[config.mk]
export PLATFORM = sky130hd
export DESIGN_NAME = req_rr_sched
export DESIGN_NICKNAME = d
export VERILOG_FILES = /design/src/rtl/req_pkg.sv /design/src/rtl/rr_pick.sv /design/src/rtl/req_rr_sched.sv
export SDC_FILE = /design/constraint.sdc
export NUM_CORES = 1
export LEC_CHECK = 0
export ABC_CLOCK_PERIOD_IN_PS = 5750
export CORE_MARGIN = 1.5
export CORE_UTILIZATION = 50
export CTS_CLUSTER_DIAMETER = 100
export DETAILED_ROUTE_END_ITERATION = 6
export GPL_TIMING_DRIVEN = 1
export HOLD_SLACK_MARGIN = 0.08
export PLACE_DENSITY_LB_ADDON = 0.05
export SKIP_LAST_GASP = 1
export SLEW_MARGIN = 25
export SYNTH_ARGS = -nofsm -noshare
export SYNTH_HDL_FRONTEND = slang
export SYNTH_SLANG_ARGS = --single-unit
[constraint.sdc]
create_clock -name clk -period 5.75 [get_ports clk]
set_clock_uncertainty 0.1 [all_clocks]
set_input_delay 1.15 -clock clk [delete_from_list [all_inputs] [get_ports clk]]
set_output_delay 1.15 -clock clk [all_outputs]
set_load 0.005 [all_outputs]
[src/rtl/req_pkg.sv]
// Shared constants, FSM state encoding and a one-hot to index helper for the
// round-robin request scheduler.
package req_pkg;

    localparam int NREQ = 8;
    localparam int PW   = 3;

    typedef logic [0:0] state_t;
    localparam state_t IDLE  = 1'b0;
    localparam state_t GRANT = 1'b1;

    function automatic logic [PW-1:0] onehot_idx(input logic [NREQ-1:0] oh);
        logic [PW-1:0] idx;
        idx = '0;
        for (int i = 0; i < NREQ; i++) begin
            idx = idx | (oh[i] ? PW'(i) : '0);
        end
        return idx;
    endfunction

endpackage

[src/rtl/rr_pick.sv]
// Combinational round-robin picker: first set bit of pending at or above ptr,
// wrapping from the top index back to 0.
module rr_pick #(
    parameter int NREQ = 8,
    parameter int PW   = 3
) (
    input  logic [NREQ-1:0] pending,
    input  logic [PW-1:0]   ptr,
    output logic [NREQ-1:0] winner,
    output logic            found
);

    logic [PW-1:0] idx;

    always_comb begin
        winner = '0;
        found  = 1'b0;
        idx    = '0;
        for (int i = 0; i < NREQ; i++) begin
            // PW-bit addition wraps the scan naturally for NREQ = 2**PW.
            idx = ptr + PW'(i);
            if (!found && pending[idx]) begin
                winner[idx] = 1'b1;
                found       = 1'b1;
            end
        end
    end

endmodule

[src/rtl/req_rr_sched.sv]
// Edge-triggered round-robin request scheduler with a registered one-hot grant.
// Optional build macro REQ_RR_OVF_EN adds the sticky per-line overflow flags ovf_o.
module req_rr_sched
    import req_pkg::*;
#(
    parameter int NREQ = 8,
    parameter int PW   = 3
) (
    input  logic            clk,
    input  logic            rst,
    input  logic [NREQ-1:0] req_i,
    output logic [NREQ-1:0] grant_o,
    output logic            valid_o,
    input  logic            ready_i,
    output logic [NREQ-1:0] pend_o,
`ifdef REQ_RR_OVF_EN
    output logic [NREQ-1:0] ovf_o,
`endif
    output state_t          state_o
);

    // Handshake: grant_o is transferred on any edge where valid_o and ready_i
    // are both 1; while ready_i is 0 the grant and valid_o hold unchanged.

    logic [NREQ-1:0] req_q;
    logic [NREQ-1:0] pending;
    logic [NREQ-1:0] grant_q;
    logic            valid_q;
    logic [PW-1:0]   ptr;
    state_t          state;

    logic [NREQ-1:0] rise;
    logic [NREQ-1:0] clr;
    logic            hs;
    logic [PW-1:0]   g_idx;
    logic [NREQ-1:0] pick_pend;
    logic [PW-1:0]   pick_ptr;
    logic [NREQ-1:0] winner;
    logic            found;

    assign rise  = req_i & ~req_q;
    assign hs    = valid_q & ready_i;
    assign clr   = hs ? grant_q : '0;
    assign g_idx = onehot_idx(grant_q);

    // In GRANT the picker looks ahead past the current grant so the next winner
    // can be loaded on the handshake edge; this cycle's rises are excluded.
    always_comb begin
        pick_pend = pending;
        pick_ptr  = ptr;
        if (state == GRANT) begin
            pick_pend = pending & ~grant_q;
            pick_ptr  = g_idx + PW'(1);
        end
    end

    rr_pick #(
        .NREQ (NREQ),
        .PW   (PW)
    ) u_pick (
        .pending (pick_pend),
        .ptr     (pick_ptr),
        .winner  (winner),
        .found   (found)
    );

    always_ff @(posedge clk or posedge rst) begin
        if (rst) begin
            req_q   <= '0;
            pending <= '0;
            grant_q <= '0;
            valid_q <= 1'b0;
            ptr     <= '0;
            state   <= IDLE;
        end else begin
            req_q   <= req_i;
            // A rise on the bit being cleared re-sets it: set wins.
            pending <= (pending & ~clr) | rise;
            case (state)
                IDLE: begin
                    if (found) begin
                        grant_q <= winner;
                        valid_q <= 1'b1;
                        state   <= GRANT;
                    end
                end
                GRANT: begin
                    if (hs) begin
                        ptr <= g_idx + PW'(1);
                        if (found) begin
                            grant_q <= winner;
                        end else begin
                            grant_q <= '0;
                            valid_q <= 1'b0;
                            state   <= IDLE;
                        end
                    end
                end
                default: begin
                    grant_q <= '0;
                    valid_q <= 1'b0;
                    state   <= IDLE;
                end
            endcase
        end
    end

`ifdef REQ_RR_OVF_EN
    logic [NREQ-1:0] ovf_q;

    always_ff @(posedge clk or posedge rst) begin
        if (rst) begin
            ovf_q <= '0;
        end else begin
            ovf_q <= ovf_q | (rise & pending & ~clr);
        end
    end

    assign ovf_o = ovf_q;
`endif

    assign grant_o = grant_q;
    assign valid_o = valid_q;
    assign pend_o  = pending;
    assign state_o = state;

endmodule

==> impl_results.md <==
- Worst-case clock buffer depth: 2
- GP Congestion: 0.970
- Max Fclk: 201 MHz
- Fin Setup TNS: 0 ns
- Initial Util: 0.527
- Outcome: finished clean
- Die Wd: 71.2 um
- Largest stage delay on the critical path: 0.70 ns
- Post-route insts no fill: 340
- Most used cell, CP: ha_1
- Crit-path cells: or4_1 > ha_1 > mux2i_1 > buf_4 > ha_1 > clkinv_1 > mux4_2 > o311a_1 > or3b_4 > o41ai_2 > and2_1 > a221o_1
- Worst setup EP type: flip-flop
- Hold Crit Start: req_q[2]
- Start of the worst register-to-register path: grant_o[3]
- Final WL: 5960 um
- Post-route ant nets: 0
- GR peak layer: met2
- Worst reg2reg endpoint: grant_o[2]
- Relative slew slack: 0.503
- Final Max Slew Viols: 0
- Worst Setup Path Type: reg -> reg
- I/O pin cnt: 29
- Placement row count: 24
- Syn avg cell area: 8.99 um2
- Grt met1 use: 0.362
- Setup-failing EPs final: 0
- Slew @ Worst Pin: 0.737 ns
- FF-to-FF setup slack: 0.78 ns
- CTS Buf Count: 5
- Clock edge transition at the registers on the reported setup and hold paths: 0.06 ns
- Share of cells above drive strength 1: 0.115
- Crit start category: flip-flop
- ANT cells: 0
- RSZ-0062 raised after global routing: false
- Largest net degree at the start of global routing: 30
- Chip Height: 71.2 um
- Crit path max-delay family: simple AND/OR/NAND/NOR gates
- Initial DRC count: 205
- MaxCap Viol Count: 0
- Synth cell types: 52
- First-pass GRT wire length: 10000 um
- CP max-delay cell: o41ai_2
- Area leader, netlist: dfrtp_1
- Hold Vio Cnt, Final: 0
- H-tree level count: 2
- Post-CTS Hold Fix Bufs: 0
- Period utilisation layout: 0.865
- Placed cells: 332
- Vias in the first global route: 1995
- Detailed Place HPWL: 4540 um
- Worst Hold Path EP: pend_o[2]
- CTS Sinks: 29
- Post-CTS setup-driven buffer insertion count: 0
- TritonRoute pass-1 iters: 4
- Clk Latency, worst-skew pair: 0.28 ns
- Initial antenna violation count: 0
- CP Max Fanout: 20
- Port bufs: 28
- Area Overhead vs Synth: 16.6%
- CP bufs+invs: 2
- Met2 global-route usage: 0.380
- Nets: 305
- Hold path cells: 1
- Die area: 5080 um2
- Post-synth EDFFs: 0
- Root buffer cell: clkbuf_8
- Worst EP required: 5.86 ns
- Arr. time, crit path: 5.08 ns
- Seq/Total Area, Yosys: 0.312
- DR vias: 2095
- Period minus WS final: 4.97 ns
- CTS tree: done
- Cell Area, Synth: 2330 um2
- Via density: 6.16
- Yosys warns: 0
- DR WL/cell: 17.5 um
- Core area: 4410 um2
- Post_cts resized: 0
- Top post-synthesis cells by area: dfrtp_1 31%, nand2_1 7.1%, mux4_2 6.8%, mux2i_1 5.6%, ha_1 3.8%
- GRT Resource Usage Total: 0.251
- Met3 Use GR: 0.0506
- Global route overflow: 0
- Async set-reset flop share out of synthesis: 1.00
- Cell count after synthesis: 259
- DRC Markers: 0
- Share of the synthesized area in the top cell type: 0.312
- Top_reg_cell synth: dfrtp_1
- FF-to-FF path depth: 12
- Finished Core Util: 0.615
- Post-synthesis register bit count: 29
- Worst min path class: reg -> reg
- Syn nets: 277
==> placed cells by master (no fill, tap or decap), types with 2 or more instances in the layout <==
master            n
o31a_1            2
mux2_2            7
o31ai_1           4
o221ai_1          3
and2_1            7
clkinv_2          2
o311ai_1          2
o311ai_0          2
dfrtp_1          29
clkbuf_8          5
or3_1             3
nand3_1           8
nor2_2            2
buf_4             2
mux4_2            7
o22ai_1           3
o21ai_0          12
nor3_1           11
a21oi_1           6
a211o_1           2
inv_1            20
nand2b_1          6
a21boi_0          8
mux2i_1          13
nor4_1            4
xnor2_1           3
ha_1              7
a221o_1           4
clkdlybuf4s50_1  28
o21ai_1           2
nand2_1          44
nor2_1            8
==> registers in the layout, summed over array words and instances, names as in the netlist <==
name and count:
grant_o 8, ptr 3, state_o 1, valid_o 1
pend_o 8, req_q 8
==> layout make-up <==
cell class | instances | area, um2
clock buffer | 6 | 72.6
multi-input combinational | 199 | 1460
timing repair buffer | 30 | 295
sequential | 29 | 726
inverter | 22 | 82.6
fill | 387 | 1700
tap | 52 | 65.1
clock inverter | 2 | 10.0
==> metrics by stage <==
| step | setup slack (ns) | hold slack [ns] | instance area [um2] |
|---|---|---|---|
| final | 0.779 | 0.316 | 2710 |
| after global routing | 0.535 | 0.323 | 2710 |
| after CTS | 0.814 | 0.321 | 2710 |
| after detailed placement | 0.851 | 0.312 | 2630 |
| after global placement | 0.979 | 0.302 | 2630 |
| after floorplan | 1.53 | 0.300 | 2330 |
==> synth_stat cells, drive strengths merged (2+ instances only) <==
library cell,count
clkbuf,2
inv,21
o21ai,14
and2,7
a211o,2
o311ai,4
ha,7
nor3,11
xnor2,3
mux2,7
or3,3
mux2i,14
o22ai,3
a21oi,6
nor2,10
o31ai,5
nor4,6
mux4,7
a221o,4
o31a,2
nand2b,6
nand2,44
a21boi,8
o221ai,3
nand3,8
dfrtp,29
buf,7
==> worst max-delay path by stage <==
stage | depth (start not counted) | end | slack [ns] | from
2_1_floorplan | 13 | grant_o[3] | 1.53 | grant_o[3]
3_3_place_gp | 12 | grant_o[3] | 0.98 | grant_o[3]
3_5_place_dp | 12 | grant_o[5] | 0.85 | grant_o[3]
4_1_cts | 12 | grant_o[2] | 0.81 | grant_o[3]
5_1_grt | 12 | grant_o[5] | 0.53 | grant_o[3]
6_report | 12 | grant_o[2] | 0.78 | grant_o[3]
==> cell families (layout without fill, tap and decap cells) <==
family,Yosys count,after routing,synth area share
flops,29,29,0.312
xor+xnor,3,3,0.0113
buf+inv,31,60,0.0602
compound gates,61,61,0.198
simple gates,100,100,0.214
fa+ha+maj,7,7,0.0376
mux,28,28,0.167
==> worst reg2reg max path: cells and delay by family, from the launching register on <==
family                     cells  cell delay (ns)
AOI/OAI and AO/OA              3             1.18
and+or+nand+nor                3             1.30
muxes                          2             0.45
adders and majority gates      2             0.83
DFF                            1             0.47
buffers and inverters          2             0.59
==> layer usage <==
metal	wire, um	up-vias
met2	2660	74
met1	2850	991
met5	0	-
met3	342	11
li1	-	1019
met4	113	0
Power is left out: the tool's default activity adds up to more than one toggle a clock period on the data nets, which glitch-free logic cannot reach.
